[src/rtl/alu_issue_stage.sv]
// Issue stage for a combinational ALU: buffers commands in a FIFO, presents one
// command's operands to the ALU, and holds the captured result until it is taken.
module alu_issue_stage #(
  parameter int unsigned DATA_W = 8,
  parameter int unsigned DEPTH  = 4
) (
  input  logic              clk,
  input  logic              reset,
  input  logic              cmd_valid_i,
  output logic              cmd_ready_o,
  input  logic [DATA_W-1:0] cmd_a_i,
  input  logic [DATA_W-1:0] cmd_b_i,
  input  logic [2:0]        cmd_op_i,
  output logic [DATA_W-1:0] alu_a_o,
  output logic [DATA_W-1:0] alu_b_o,
  output logic [2:0]        alu_op_o,
  input  logic [DATA_W-1:0] alu_res_i,
  output logic              res_valid_o,
  input  logic              res_ready_i,
  output logic [DATA_W-1:0] res_o,
  output logic [2:0]        res_op_o,
  output logic [15:0]       done_cnt_o
);

  localparam int unsigned PTR_W = (DEPTH > 1) ? $clog2(DEPTH) : 1;
  localparam int unsigned CMD_W = 2 * DATA_W + 3;

  localparam logic [PTR_W:0]   FULL_CNT = (PTR_W + 1)'(DEPTH);
  localparam logic [PTR_W:0]   CNT_ONE  = (PTR_W + 1)'(1);
  localparam logic [PTR_W-1:0] PTR_ONE  = PTR_W'(1);

  localparam logic [1:0] IDLE = 2'd0;
  localparam logic [1:0] EXEC = 2'd1;
  localparam logic [1:0] HOLD = 2'd2;

  logic [CMD_W-1:0]  fifo_mem [DEPTH];
  logic [PTR_W-1:0]  wr_ptr;
  logic [PTR_W-1:0]  rd_ptr;
  logic [PTR_W:0]    count;
  logic [CMD_W-1:0]  head;
  logic              fifo_nonempty;
  logic              push;
  logic              pop;
  logic              handoff;

  logic [1:0]        state;
  logic [1:0]        state_nxt;

  logic [DATA_W-1:0] op_a;
  logic [DATA_W-1:0] op_b;
  logic [2:0]        op_code;
  logic [DATA_W-1:0] res_q;
  logic [2:0]        res_op_q;
  logic [15:0]       done_cnt;

  assign fifo_nonempty = (count != '0);
  assign cmd_ready_o   = (count < FULL_CNT);
  assign push          = cmd_valid_i && cmd_ready_o;
  assign head          = fifo_mem[rd_ptr];
  assign handoff       = (state == HOLD) && res_ready_i;

  // Only entries already stored may be popped, so a command never skips the FIFO.
  assign pop = fifo_nonempty && ((state == IDLE) || handoff);

  always_comb begin
    state_nxt = state;
    case (state)
      IDLE:    if (fifo_nonempty) state_nxt = EXEC;
      EXEC:    state_nxt = HOLD;
      HOLD:    if (res_ready_i) state_nxt = fifo_nonempty ? EXEC : IDLE;
      default: state_nxt = IDLE;
    endcase
  end

  // Storage is left unreset: pointers and occupancy alone define valid entries.
  always_ff @(posedge clk) begin
    if (push) begin
      fifo_mem[wr_ptr] <= {cmd_op_i, cmd_b_i, cmd_a_i};
    end
  end

  always_ff @(posedge clk) begin
    if (reset) begin
      wr_ptr   <= '0;
      rd_ptr   <= '0;
      count    <= '0;
      state    <= IDLE;
      op_a     <= '0;
      op_b     <= '0;
      op_code  <= '0;
      res_q    <= '0;
      res_op_q <= '0;
      done_cnt <= '0;
    end else begin
      state <= state_nxt;

      if (push) begin
        wr_ptr <= wr_ptr + PTR_ONE;
      end
      if (pop) begin
        rd_ptr                  <= rd_ptr + PTR_ONE;
        {op_code, op_b, op_a}   <= head;
      end
      case ({push, pop})
        2'b10:   count <= count + CNT_ONE;
        2'b01:   count <= count - CNT_ONE;
        default: count <= count;
      endcase

      if (state == EXEC) begin
        res_q    <= alu_res_i;
        res_op_q <= op_code;
      end

      if (handoff) begin
        done_cnt <= done_cnt + 16'd1;
      end
    end
  end

  assign alu_a_o     = op_a;
  assign alu_b_o     = op_b;
  assign alu_op_o    = op_code;
  assign res_valid_o = (state == HOLD);
  assign res_o       = res_q;
  assign res_op_o    = res_op_q;
  assign done_cnt_o  = done_cnt;

endmodule

[config.mk]
export PLATFORM = sky130hd
export DESIGN_NAME = alu_issue_stage
export DESIGN_NICKNAME = d
export VERILOG_FILES = /design/src/rtl/alu_issue_stage.sv
export SDC_FILE = /design/constraint.sdc
export NUM_CORES = 1
export LEC_CHECK = 0
export CAP_MARGIN = 20
export CORE_UTILIZATION = 57
export CTS_CLUSTER_DIAMETER = 40
export DETAILED_ROUTE_END_ITERATION = 8
export GPL_TIMING_DRIVEN = 0
export PLACE_DENSITY_LB_ADDON = 0.15
export SYNTH_ARGS = -nofsm -noshare
export SYNTH_HDL_FRONTEND = slang
export SYNTH_SLANG_ARGS = --single-unit
[constraint.sdc]
create_clock -name clk -period 3.9 [get_ports clk]
set_clock_uncertainty 0.05 [all_clocks]
set_input_delay 0.975 -clock clk [delete_from_list [all_inputs] [get_ports clk]]
set_output_delay 0.975 -clock clk [all_outputs]
set_load 0.05 [all_outputs]
### After elaboration in Yosys (flattened, before gate mapping)

Memories as Yosys holds them, arrays and structs flattened. A register that Yosys moved wholly into a read port is not among the register bits.
Index checks and enable logic that the tools add are counted.

| operators by class | value |
|---|---|
| $add $sub $neg | 5 |
| $lt $le $gt $ge | 1 |
| equal/unequal tests | 6 |
| muxes and demuxes | 7 |
| reduce and logical (&&, ||, !) cells | 8 |

Operator list:

| kind | count |
|---|---|
| $add 16x1->16 const B | 1 |
| $pmux 2 s3 | 1 |
| $pmux 3 s2 | 1 |
| $add 2x1->2 const B | 2 |
| $eq 2x1->1 const B | 2 |
| $eq 2x2->1 const B | 2 |
| $mux 2 | 2 |
| $add 3x1->3 const B | 1 |
| $logic_and 1x1->1 | 3 |
| $lt 3x3->1 const B | 1 |
| $mux 1 | 3 |
| $reduce_bool 3->1 | 1 |
| $sub 3x1->3 const B | 1 |
| $logic_not 2->1 | 1 |
| $ne 2x1->1 const B | 1 |
| $ne 2x2->1 const B | 1 |
| $reduce_and 2->1 | 1 |
| $reduce_bool 2->1 | 1 |
| $logic_or 1x1->1 | 1 |

| storage, ports and cells | value |
|---|---|
| register bits | 36 |
| memory bits (writable) | 76 |
| input bits | 31 |
| output and inout port bits | 48 |
| word-level logic and storage cells | 35 |
| memories | 1 |

Memory list:

| name | words | width | read ports | clocked after memory_dff | write ports | RTL line | RTL |
|---|---|---|---|---|---|---|---|
| fifo_mem | 4 | 19 | 1 | 1 | 1 | 36 | `logic [CMD_W-1:0] fifo_mem [DEPTH];` |

### Depth between registers and ports, before layout

| logic depth | value |
|---|---|
| depth in word-level cells | 6 |
| gate-level depth with buffers | 10 |
| depth with buffers taken out | 9 |

### Worst setup path before layout

OpenSTA, ideal clock, no wires.

| path | value |
|---|---|
| path type | input to register |
| start | input port res_ready_i |
| end | register count[2] |
| library setup time | 70 ps |
| data arrival time | 2765 ps |
| data required time | 3780 ps |
| path slack | 1015 ps |
| stages | 10 |
| path buffers | 1 |
| path through | nor2b_1 -> or3_1 -> inv_2 -> buf_2 -> ha_1 -> inv_1 -> fa_1 -> xor2_1 -> or3_1 -> a21oi_1 |

| between the ends | value |
|---|---|
| word-level cells in the longest chain between the ends | 5 |
| elaborated cells between the ends (all ways) | 7 |
| those cells by class | eq/ne: 2; mux: 1; reduce/logical: 4 |

Ends and longest elaborated chain:

| element | RTL line | RTL |
|---|---|---|
| start, declared | 19 | `input logic res_ready_i,` |
| $logic_and 1x1->1 (*) | 60 | `assign handoff = (state == HOLD) && res_ready_i;` |
| $logic_or 1x1->1 (*) | 63 | `assign pop = fifo_nonempty && ((state == IDLE) \|\| handoff);` |
| $logic_and 1x1->1 (*) | 63 |  |
| net pop | 43 | `logic pop;` |
| $eq 2x1->1 or $eq 2x2->1 (tied branches) | 104 | `case ({push, pop})` |
| $pmux 3 s2 or $reduce_bool 2->1 (tied branches) | -- |  |
| end signal, assigned | 105 | `2'b10: count <= count + CNT_ONE;` |
| end signal, assigned | 106 | `2'b01: count <= count - CNT_ONE;` |
| end signal, assigned | 107 | `default: count <= count;` |
| end, declared | 39 | `logic [PTR_W:0] count;` |

Mark *: on every way through the listed nets, which the timed path passes. The rest lies on a longest branch.
A chain may end at the register's enable or synchronous reset.

### Final worst setup path

Ends and elaborated chain as after synthesis.

==> impl_metrics.toml <==
[synthesis]
syn_area_um2 = 4990
yosysSeqAreaShare = 0.679
synth_fp_nets = 408
synth_cells = 370
ys_ff_latch = 131
ys_warn_count = 0
async_flop_share = 0
synth_edf_count = 76
ys_types = 40
synth_ff_type = "edfxtp_1"
avgSynthCellArea_um2 = 13.5

[place]
portBuffers = 78
dpl_cell_area_um2 = 5900
gp_congestion = 0.776
dp_hpwl_um = 5920
placed_cells = 553
dp_slack_ps = 234

[run_status]
outcome = "finished, final reports clean"

[routing]
final_antenna_net_count = 0
drc_errors = 0
drtIter0Drc = 171
first_pass_iters = 4
vias = 3193
wl_per_cell_um = 16.3
vias_per_cell = 5.46
wl_um = 9550

[setup_path]
r2r_cells = 10
reg2reg_slack_ps = 1240
crit_buf_inv = 4
cp_slowest_cell = "clkdlybuf4s50_1"
crit_start = "res_ready_i"
cp_top_family = "buffers and inverters"
worstPathMaxFanout = 10
worstReg2RegStart = "count[2]"
crit_type = "in -> reg"
worstPathRequired_ps = 4290
critPathMostFrequentCell = "or3_1"
cp-start-kind = "input port"
reg2reg_to = "count[2]"
worst-path-stages = 11
cp-end-kind = "flip-flop"
arrival_ps = 3590
cpPeakStageDelay_ps = 520
path_cells = "clkdlybuf4s50_1 > nor2b_1 > or3_1 > inv_2 > buf_2 > ha_1 > inv_1 > fa_1 > xor2_1 > or3_1 > a21oi_1"

[power]
power.leakage_nw = 2.21
power_density_nw_per_um2 = 737
total_power_mw = 4.78
vdd_drop_max_mv = 0.460

[grt]
antenna_found_initial = 0
grt_pass1_vias = 3158
grt_usage = 0.227
grt_max_degree = 20
grt_pass1_wl_um = 14900
grt_overflow = 0

[cells_and_area]
final_cells = 585
drive_gt1_frac = 0.133
syn_to_final_growth_pct = 30.1
final_common_cell = "clkdlybuf4s50_1"
n_antenna_cell = 0
fill_cells = 536
fin_nets = 505
mostFrequentLayoutCells = "clkdlybuf4s50_1 (78), edfxtp_1 (76), nand2_1 (62)"
postLayoutCellArea_um2 = 6480

[hold_path]
hold_depth = 2
min_from = "alu_b_o[5]"
worstHoldEndpoint = "alu_b_o[5]"
hp-class = "reg -> reg"

[cts]
cts_tree = "done"
clkTransAtPathRegs_ps = 60
clockRootBuffer = "clkbuf_8"
clock_path_buffers = 2
holdBufCountCts = 0
postCtsSetupRepairBufs = 0
cts_resized = 0
insertion_delay_ps = 520
cts_buffers = 17
cts.htree.levels = 4
cts_sinks = 131

[timing]
rsz0062_at_grt = "no"
setup_violations = 0
setup_tns_ps = 0
tightest_slew_ps = 1080
setup_slack_ps = 706
relSlewSlack = 0.281
slew_viol_final = 0
hold_viol_final = 0
period_share = 0.819
period_needed_ps = 3190
max_freq_mhz = 313

[die]
io_pins = 79
die_w_um = 95.5
initial_core_util = 0.598
rows = 33
core_area_um2 = 8340
die_h_um = 95.5
dieArea_um2 = 9130

[job]
max-cap-violations = 0
[tightest hold or removal path: cells and delay by family (launching register included)]
kind            cells  cell delay, ps
flops               1             310
simple gates        1              50
compound gates      1              50
[power breakdown]
part | internal, mW | switching (mW) | total, mW
Combinational | 0.508 | 0.890 | 1.40
Sequential | 1.70 | 0.120 | 1.82
Clock | 0.929 | 0.629 | 1.56
Total | 3.14 | 1.64 | 4.78
[state kept, by name (all words and copies together) (netlist names)]
register / count
rd_ptr: 2
state: 2
res_op_o: 3
wr_ptr: 2
alu_a_o: 8
res_o: 8
alu_op_o: 3
alu_b_o: 8
fifo_mem: 76
done_cnt_o: 16
count: 3
[layer usage]
layer,up-vias,part of all wire,global-route usage
met4,0,0.014,0.0945
met5,-,0,0
met2,89,0.49,0.382
met1,1569,0.44,0.277
met3,14,0.048,0.0630
li1,1521,-,-
[metrics by stage]
step | hold WS, ps | utilization
after floorplan | 432 | -
after global placement | 393 | 0.707
after detailed placement | 397 | 0.707
after CTS | 406 | 0.778
after global routing | 418 | 0.778
final | 402 | 0.778
[cells in the mapped netlist, types with 2 or more instances]
library cell   n  area, um^2
nand4_1        4        25.0
nand2b_1       2        12.5
mux4_2        19         428
dfxtp_1       55        1100
clkbuf_1      10        37.5
nor2_1        24        90.1
nor2b_1        7        43.8
or3_1          2        12.5
nand3_1        5        25.0
xor2_1         5        43.8
nand2_1       62         233
edfxtp_1      76        2280
buf_1          3        11.3
buf_4          2        15.0
nor4_1         2        12.5
ha_1           6        75.1
a21oi_1       37         185
and2_1         4        25.0
inv_1          9        33.8
mux2_2         2        22.5
nor3_1         4        20.0
xnor2_1        9        78.8
buf_2          4        20.0
[kinds of logic after synthesis]
logic type	Yosys count	share of synthesized area
xor+xnor	14	0.0246
flops	131	0.679
fa+ha+maj	7	0.0191
buf+inv	29	0.0243
compound gates	41	0.0432
simple gates	125	0.116
mux	23	0.0946
[how the worst max path moves through the flow]
stage / endpoint / slack, ps
after floorplan: count[2] / 1010
after global placement: count[2] / 290
after detailed placement: count[2] / 230
after CTS: count[2] / 730
after global routing: count[2] / 560
final: count[2] / 710
[final cells by class]
cell class / instances / area [um^2] / share of cell area
clock inverters: 15 / 173 / 0.0266
clock buffers: 17 / 414 / 0.0639
multi-input cells: 210 / 1480 / 0.228
plain buffers: 19 / 83.8 / 0.0129
repair buffers: 78 / 781 / 0.120
well taps: 105 / 131 / 0.0203
flip-flops and latches: 131 / 3380 / 0.522
inverters: 10 / 37.5 / 0.00579
No activity file was read; power rests on OpenSTA's default activity.
